$ cat src/rtl/l2_arb_types.sv
// Shared types for the L2 port arbiter: FSM state encoding and requester id.
// Latency: none (type definitions only).
// Backpressure: not applicable.
package l2_arb_types;

  typedef enum logic [1:0] {
    ST_IDLE    = 2'd0,
    ST_BUSY_I  = 2'd1,
    ST_BUSY_D  = 2'd2,
    ST_RELEASE = 2'd3
  } arb_state_t;

  typedef enum logic {
    REQ_I = 1'b0,
    REQ_D = 1'b1
  } req_id_t;

endpackage

$ cat src/rtl/l2_arbiter_rr_picker.sv
// Two-way round-robin choice between the I-side and D-side requesters.
// Latency: purely combinational.
// Backpressure: none; the caller decides when the pick is used.
import l2_arb_types::*;

module rr_picker (
  input  logic    req_i,
  input  logic    req_d,
  input  req_id_t last_grant,
  output req_id_t pick
);

  // On a tie, the side that was not served last wins; with no request the
  // result is unused, so I is returned as a harmless default.
  always_comb begin
    pick = REQ_I;
    if (req_i && req_d) begin
      pick = (last_grant == REQ_I) ? REQ_D : REQ_I;
    end else if (req_d) begin
      pick = REQ_D;
    end
  end

endmodule

$ cat src/rtl/l2_arbiter.sv
// Shares one L2 port between the I-side and D-side L1 miss paths, round-robin.
// Latency: grant registered onto l2_* one cycle after IDLE sees a request; responses are combinational.
// Backpressure: a losing or late requester holds its request until its own *_resp pulse.
import l2_arb_types::*;

module l2_arbiter #(
  parameter int s_line = 256,
  parameter int s_addr = 32
) (
  input  logic              clk,
  input  logic              rst_n,
  input  logic              i_read,
  input  logic [s_addr-1:0] i_address,
  output logic [s_line-1:0] i_rdata,
  output logic              i_resp,
  input  logic              d_read,
  input  logic              d_write,
  input  logic [s_addr-1:0] d_address,
  input  logic [s_line-1:0] d_wdata,
  output logic [s_line-1:0] d_rdata,
  output logic              d_resp,
  output logic              l2_read,
  output logic              l2_write,
  output logic [s_addr-1:0] l2_address,
  output logic [s_line-1:0] l2_wdata,
  input  logic [s_line-1:0] l2_rdata,
  input  logic              l2_resp
);

  arb_state_t state, state_nxt;
  req_id_t    last_grant;
  req_id_t    pick;
  logic       req_d;
  logic       grant_en;
  logic       done;

  assign req_d = d_read | d_write;

  rr_picker u_rr_picker (
    .req_i      (i_read),
    .req_d      (req_d),
    .last_grant (last_grant),
    .pick       (pick)
  );

  // Read data is broadcast to both sides; only the resp pulses are steered.
  assign i_rdata = l2_rdata;
  assign d_rdata = l2_rdata;

  // Next-state, grant/complete strobes and response steering. l2_resp outside
  // a BUSY state is a protocol error and is deliberately ignored.
  always_comb begin
    state_nxt = state;
    grant_en  = 1'b0;
    done      = 1'b0;
    i_resp    = 1'b0;
    d_resp    = 1'b0;
    case (state)
      ST_IDLE: begin
        if (i_read || req_d) begin
          grant_en  = 1'b1;
          state_nxt = (pick == REQ_I) ? ST_BUSY_I : ST_BUSY_D;
        end
      end
      ST_BUSY_I: begin
        if (l2_resp) begin
          done      = 1'b1;
          i_resp    = 1'b1;
          state_nxt = ST_RELEASE;
        end
      end
      ST_BUSY_D: begin
        if (l2_resp) begin
          done      = 1'b1;
          d_resp    = 1'b1;
          state_nxt = ST_RELEASE;
        end
      end
      ST_RELEASE: begin
        // One dead cycle so the served L1 can drop its request.
        state_nxt = ST_IDLE;
      end
      default: state_nxt = ST_IDLE;
    endcase
  end

  // State register and fairness pointer; reset makes I win the first tie.
  always_ff @(posedge clk or negedge rst_n) begin
    if (!rst_n) begin
      state      <= ST_IDLE;
      last_grant <= REQ_D;
    end else begin
      state <= state_nxt;
      if (done) begin
        last_grant <= (state == ST_BUSY_I) ? REQ_I : REQ_D;
      end
    end
  end

  // L2 command registers: loaded on a grant, held while busy, command
  // cleared on completion. Address/data keep their value until the next grant.
  always_ff @(posedge clk or negedge rst_n) begin
    if (!rst_n) begin
      l2_read    <= 1'b0;
      l2_write   <= 1'b0;
      l2_address <= '0;
      l2_wdata   <= '0;
    end else if (grant_en) begin
      if (pick == REQ_I) begin
        l2_read    <= 1'b1;
        l2_write   <= 1'b0;
        l2_address <= i_address;
        l2_wdata   <= '0;
      end else begin
        l2_read    <= d_read;
        l2_write   <= d_write;
        l2_address <= d_address;
        l2_wdata   <= d_wdata;
      end
    end else if (done) begin
      l2_read  <= 1'b0;
      l2_write <= 1'b0;
    end
  end

  // The D-side must never issue a read and a write-back at once.
  a_d_rw_exclusive: assert property (@(posedge clk) disable iff (!rst_n) !(d_read && d_write));

endmodule

$ cat config.mk
export PLATFORM = sky130hd
export DESIGN_NAME = l2_arbiter
export DESIGN_NICKNAME = d
export VERILOG_FILES = /design/src/rtl/l2_arb_types.sv /design/src/rtl/l2_arbiter_rr_picker.sv /design/src/rtl/l2_arbiter.sv
export SDC_FILE = /design/constraint.sdc
export NUM_CORES = 1
export LEC_CHECK = 0
export ABC_AREA = 1
export BUFFER_PORTS_ARGS = -buffer_cell sky130_fd_sc_hd__clkbuf_2
export CAP_MARGIN = 20
export CORE_AREA = 2 2 535 537
export DETAILED_ROUTE_END_ITERATION = 8
export DIE_AREA = 0 0 537 539
export PLACE_DENSITY_LB_ADDON = 0.08
export SETUP_SLACK_MARGIN = 0.02
export SKIP_LAST_GASP = 1
export SYNTH_ARGS = -nofsm -noshare
export SYNTH_HDL_FRONTEND = slang
export SYNTH_HIERARCHICAL = 1
export SYNTH_SLANG_ARGS = --single-unit
export TNS_END_PERCENT = 10
$ cat constraint.sdc
create_clock -name clk -period 2.5 [get_ports clk]
set_input_delay 0.5 -clock clk [delete_from_list [all_inputs] [get_ports clk]]
set_output_delay 0.5 -clock clk [all_outputs]
set_load 0.01 [all_outputs]
Yosys cells after proc, flatten, opt, wreduce, memory -nomap -nowiden

Index checks and enable logic that the tools add are counted.

Bits of input ports: 582
Output and inout port bits: 804
Word-level logic and storage cells: 39
Register bits: 293

Bitwise logic cells: 1
Eq/ne operators: 5
Multiplexer cells: 21
Reductions and logical operators: 6

Operators with widths:

| cell                                          | number |
|---|---|
| two-way mux 256 bit                           | 1 |
| two-way mux 32 bit                            | 1 |
| two-way mux 1 bit                             | 15 |
| two-way mux 2 bit                             | 3 |
| one-hot mux 2 bit (3 select lines)            | 1 |
| == test 2 bit, second input constant          | 2 |
| == test 2 x 1 -> 1 bit, second input constant | 1 |
| logical NOT 2 bit                             | 1 |
| != test 2 x 1 -> 1 bit, second input constant | 1 |
| != test 2 bit, second input constant          | 1 |
| AND reduction 2 bit                           | 1 |
| nonzero test 2 bit                            | 1 |
| OR reduction 2 bit                            | 1 |
| logical AND 1 bit                             | 1 |
| logical OR 1 bit                              | 1 |
| bitwise OR 1 bit                              | 1 |

Longest topological paths before layout

Depth in word-level cells: 6
Gate-level depth with buffers: 10
Mapped depth without buffers: 9

Modules after synthesis

Netlist, hierarchy kept.

By module, submodules not included:

| module     | cells each | instances | area an instance (um^2) |
|---|---|---|---|
| l2_arbiter | 1908       | 1         | 15901.5 |
| rr_picker  | 2          | 1         | 12.5 |

Worst setup path after synthesis

Ideal clock, no wire load.

Path type: input-to-reg
From: input d_read
To: register l2_wdata[146]
Data required time: 2.424 ns
Cell stages on the path: 9
Path slack: 1.005 ns
Data arrival time: 1.418 ns
Library setup time: 0.076 ns
Path buffers: 3
Cell sequence: nor2_4 > inv_1 > inv_1 > a21oi_2 > buf_2 > buf_2 > buf_2 > nand2_1 > o21ai_1

Word-level cells in the longest chain between the ends: 4
Elaborated cells between the ends (all ways): 8

Ends and longest elaborated chain:

| what                                                          | line                                                   | text |
|---|---|---|
| from (decl)                                                   | l2_arbiter.sv:16                                       | `input logic d_read,` |
| bitwise OR 1 bit *                                            | l2_arbiter.sv:37                                       | `assign req_d = d_read \| d_write;` |
| via req_d                                                     | l2_arbiter.sv:33                                       | `logic req_d;` |
| two-way mux 1 bit / logical AND 1 bit (equally long branches) | l2_arbiter_rr_picker.sv:19, l2_arbiter_rr_picker.sv:17 |  |
| two-way mux 1 bit *                                           | l2_arbiter_rr_picker.sv:17                             | `if (req_i && req_d) begin` |
| via pick                                                      | l2_arbiter.sv:32                                       | `req_id_t pick;` |
| two-way mux 256 bit *                                         | l2_arbiter.sv:109                                      | `if (pick == REQ_I) begin` |
| to (signal assigned)                                          | l2_arbiter.sv:118                                      | `l2_wdata <= d_wdata;` |
| to (decl)                                                     | l2_arbiter.sv:25                                       | `output logic [s_line-1:0] l2_wdata,` |

Mark *: on every way through the listed nets, which the timed path passes. The rest lies on a longest branch.
A chain may end at the register's enable or synchronous reset.

Worst setup path after layout

From: register state[1]
To: output i_resp

Word-level cells in the longest chain between the ends: 2

Ends and longest elaborated chain:

| what                   | line             | text |
|---|---|---|
| from (decl)            | l2_arbiter.sv:30 | `arb_state_t state, state_nxt;` |
| from (signal assigned) | l2_arbiter.sv:93 | `state <= state_nxt;` |
| == test 2 x 1 -> 1 bit | l2_arbiter.sv:58 | `case (state)` |
| two-way mux 1 bit      | l2_arbiter.sv:58 |  |
| to (decl)              | l2_arbiter.sv:15 | `output logic i_resp,` |

No other way between the ends.

==> reports/metrics.yaml <==
status:
  outcome: "finished clean"
route:
  initialDrtViolationCount: 480
  drtPass1Iterations: 5
  via_per_inst: 2.23
  wl_per_cell_um: 21.0
  drc: 0
  ant_nets: 0
  vias: 13400
  totalWireLength_mm: 126
yosys:
  synth.cell_area_mm2: 0.0159
  syn_nets: 2496
  ys_seq_area_share_pct: 46.1
  syn_area_per_cell_um2: 8.33
  netlist_instances: 1910
  synth.distinct_cells: 18
  yosys_warnings: 6
  synth_seq_cells: 293
critical_path:
  critPathBufInv: 3
  r2r_cells: 6
  cp-start-kind: "register"
  cp_cell_sequence: "inv_1, ha_1, nand2_1, inv_1, clkbuf_4"
  crit_path_end_kind: "primary output"
  critPathSlowestCell: "dfrtp_1"
  cp.depth: 5
  cp.arrival_ps: 1730
  crit_type: "reg -> out"
  max_stage_delay_ps: 400
  worstPathRequired_ps: 2000
  cp_max_fo: 3
  path_delay_family: "flip-flops"
  crit_top_cell: "inv_1"
pwr:
  switching_share_pct: 44.8
  internal-power_mw: 15.4
  power_mw: 27.9
  vdd_drop_max_v: 0.000514
  leakage_nw: 10.5
  p_sw_mw: 12.5
  p_clk_share_pct: 30.0
  combPwrFrac_pct: 41.3
  p_per_area_mw_per_mm2: 1180
  pwr-share-seq_pct: 28.7
hold_path:
  holdCritPathClass: "in -> reg"
  worstHoldPathCells: 3
timing:
  drv_slew: 0
  finalSetupViolCount: 0
  fin_setup_tns_ps: 0
  fmax_mhz: 449
  finClkSkew_ps: 20.9
  slew_headroom_pct: 64.6
  hold_viol: 0
  finalCritPeriodShare_pct: 89.1
  rsz0062_at_grt: "false"
  tightest_slew_ps: 531
  min_period_ps: 2230
placed_design:
  gp_congestion: 0.679
  dp_hpwl_mm: 104
  portBuffers: 617
clocking:
  post_cts_buffers: 0
  cts_tree: "built"
  htree_num_levels: 2
  cts.sinks: 293
  root_buffer: "clkbuf_16"
  cts.path.max_buffers: 3
  cts_made_buffers: 55
  clk_pin_slew_ps: 60
  clk_latency_ps: 690
global_route:
  grt_pass1_wl_mm: 160
  overflow: 0
  grt_max_degree: 91
  grt_antenna_before_repair: 10
  gr-usage-all-layers_pct: 8.41
  grt_pass1_vias: 14500
final_layout:
  final_net_count: 2767
  final-seq-area_mm2: 0.00733
  fillers: 33400
  drive_gt1_share_pct: 34.6
  syn_to_final_growth_pct: 48.1
  fin_util_pct: 8.30
  multi_input_area_mm2: 0.00418
die:
  core_mm2: 0.284
  chipWidth_um: 537
  rows: 196
  start_util_pct: 5.60
  die-area_mm2: 0.289
  die_h_um: 539
  io_pins: 1386
run:
  cap_violations: 0
## cells in the mapped netlist
cell        n  share of area, %
clkbuf_1   24              0.57
o211ai_1    1             0.047
buf_2      59               1.9
buf_4     529                25
o21ai_1   256               8.1
dfrtp_1   292                46
inv_1       9              0.21
o21ai_0     1             0.031
buf_6       2              0.14
dfstp_2     1              0.17
nand2_1   689                16
nand4_1     1             0.039
nand3_1    37               1.2
ha_1        4              0.31
nand2_4     2              0.14
nor2_4      1             0.071
a21oi_2     1             0.055
clkinv_1    1             0.024
## routing by layer
metal / vias up / global-route usage, % / wire length [um]
li1: 6074 / - / -
met1: 6070 / 9.48 / 49400
met2: 976 / 12.0 / 50700
met3: 256 / 5.62 / 19100
met4: 2 / 3.93 / 6160
met5: - / 0.250 / 103
## metrics by stage
step | hold slack [ps] | instances | setup WS (ps) | area, um2
after floorplan | 204 | 1910 | 1010 | 15900
after global placement | 452 | 5731 | 260 | 20100
after detailed placement | 455 | 5731 | 278 | 20100
after CTS | 0.920 | 5986 | 45.6 | 23600
after global routing | 44.2 | 5988 | 25.2 | 23600
final | 90.4 | 5989 | 273 | 23600
## power groups by stage
stage,clock network (mW),registers [mW],logic (mW)
2_1_floorplan,0,8.64,5.07
3_3_place_gp,0,8.15,12.1
3_5_place_dp,0,8.15,12.0
4_1_cts,9.08,8.10,12.2
5_1_grt,9.12,8.30,13.2
6_report,8.37,8.00,11.5
## sequential cells by signal, indices dropped and copies added, names as in the netlist
name,cells
state,2
last_grant,1
l2_address,32
l2_wdata,256
l2_read,1
l2_write,1
## final timing paths
kind	startpoint	to	slack, ps
min in group asynchronous	rst_n	l2_wdata[165]	390
worst max register to register	state[0]	l2_address[0]	750
worst min register to register	l2_address[7]	l2_address[7]	470
max in group asynchronous	rst_n	l2_wdata[245]	1300
worst min-delay path	d_wdata[28]	l2_wdata[28]	90
worst max-delay path	state[1]	i_resp	270
## timing repair
item | in CTS | in global routing
endpoints found under the setup margin | 1 | 0
gates resized for setup | 1 | 0
hold buffers | 155 | 0
hold endpoints to repair | 184 | 0
## worst reg2reg max path: cells and delay by family (launching register included)
| kind | cells | cell delay (ps) |
|---|---|---|
| buf+inv | 3 | 780 |
| fa+ha+maj | 1 | 260 |
| simple gates | 2 | 270 |
| flops | 1 | 390 |
## cell families (layout without fill, tap and decap cells)
kind of cell | Yosys count | in the layout | synth area share [%]
AND/OR/NAND/NOR | 730 | 730 | 17.7
adder cells (fa/ha/maj) | 4 | 4 | 0.315
buffers and inverters | 624 | 938 | 27.8
AO/OA/AOI/OAI | 259 | 259 | 8.18
flip-flops | 293 | 293 | 46.1
other | 0 | 3 | 0
## cells in the final DEF (no fill, tap or decap), types with 2 or more instances in the layout
cell	instances
inv_1	9
ha_1	3
nand2_1	689
buf_12	23
bufinv_16	6
dfrtp_1	292
clkbuf_8	15
clkbuf_2	615
clkinv_4	2
clkinv_2	7
clkbuf_1	10
clkbuf_16	55
o21ai_1	256
clkinv_16	2
dlygate4sd3_1	155
diode_2	3
buf_4	33
clkinvlp_4	2
nand3_1	37
## area by class of cell
type / count / area share [%]
clock inverter: 20 / 1.34
inverter: 10 / 0.159
sequential: 293 / 31.1
antenna: 3 / 0.0319
clock buffer: 80 / 6.88
timing repair buffer: 828 / 22.7
tap: 3762 / 20.0
multi-input combinational: 993 / 17.7
Power figures use the tool's default switching activity.
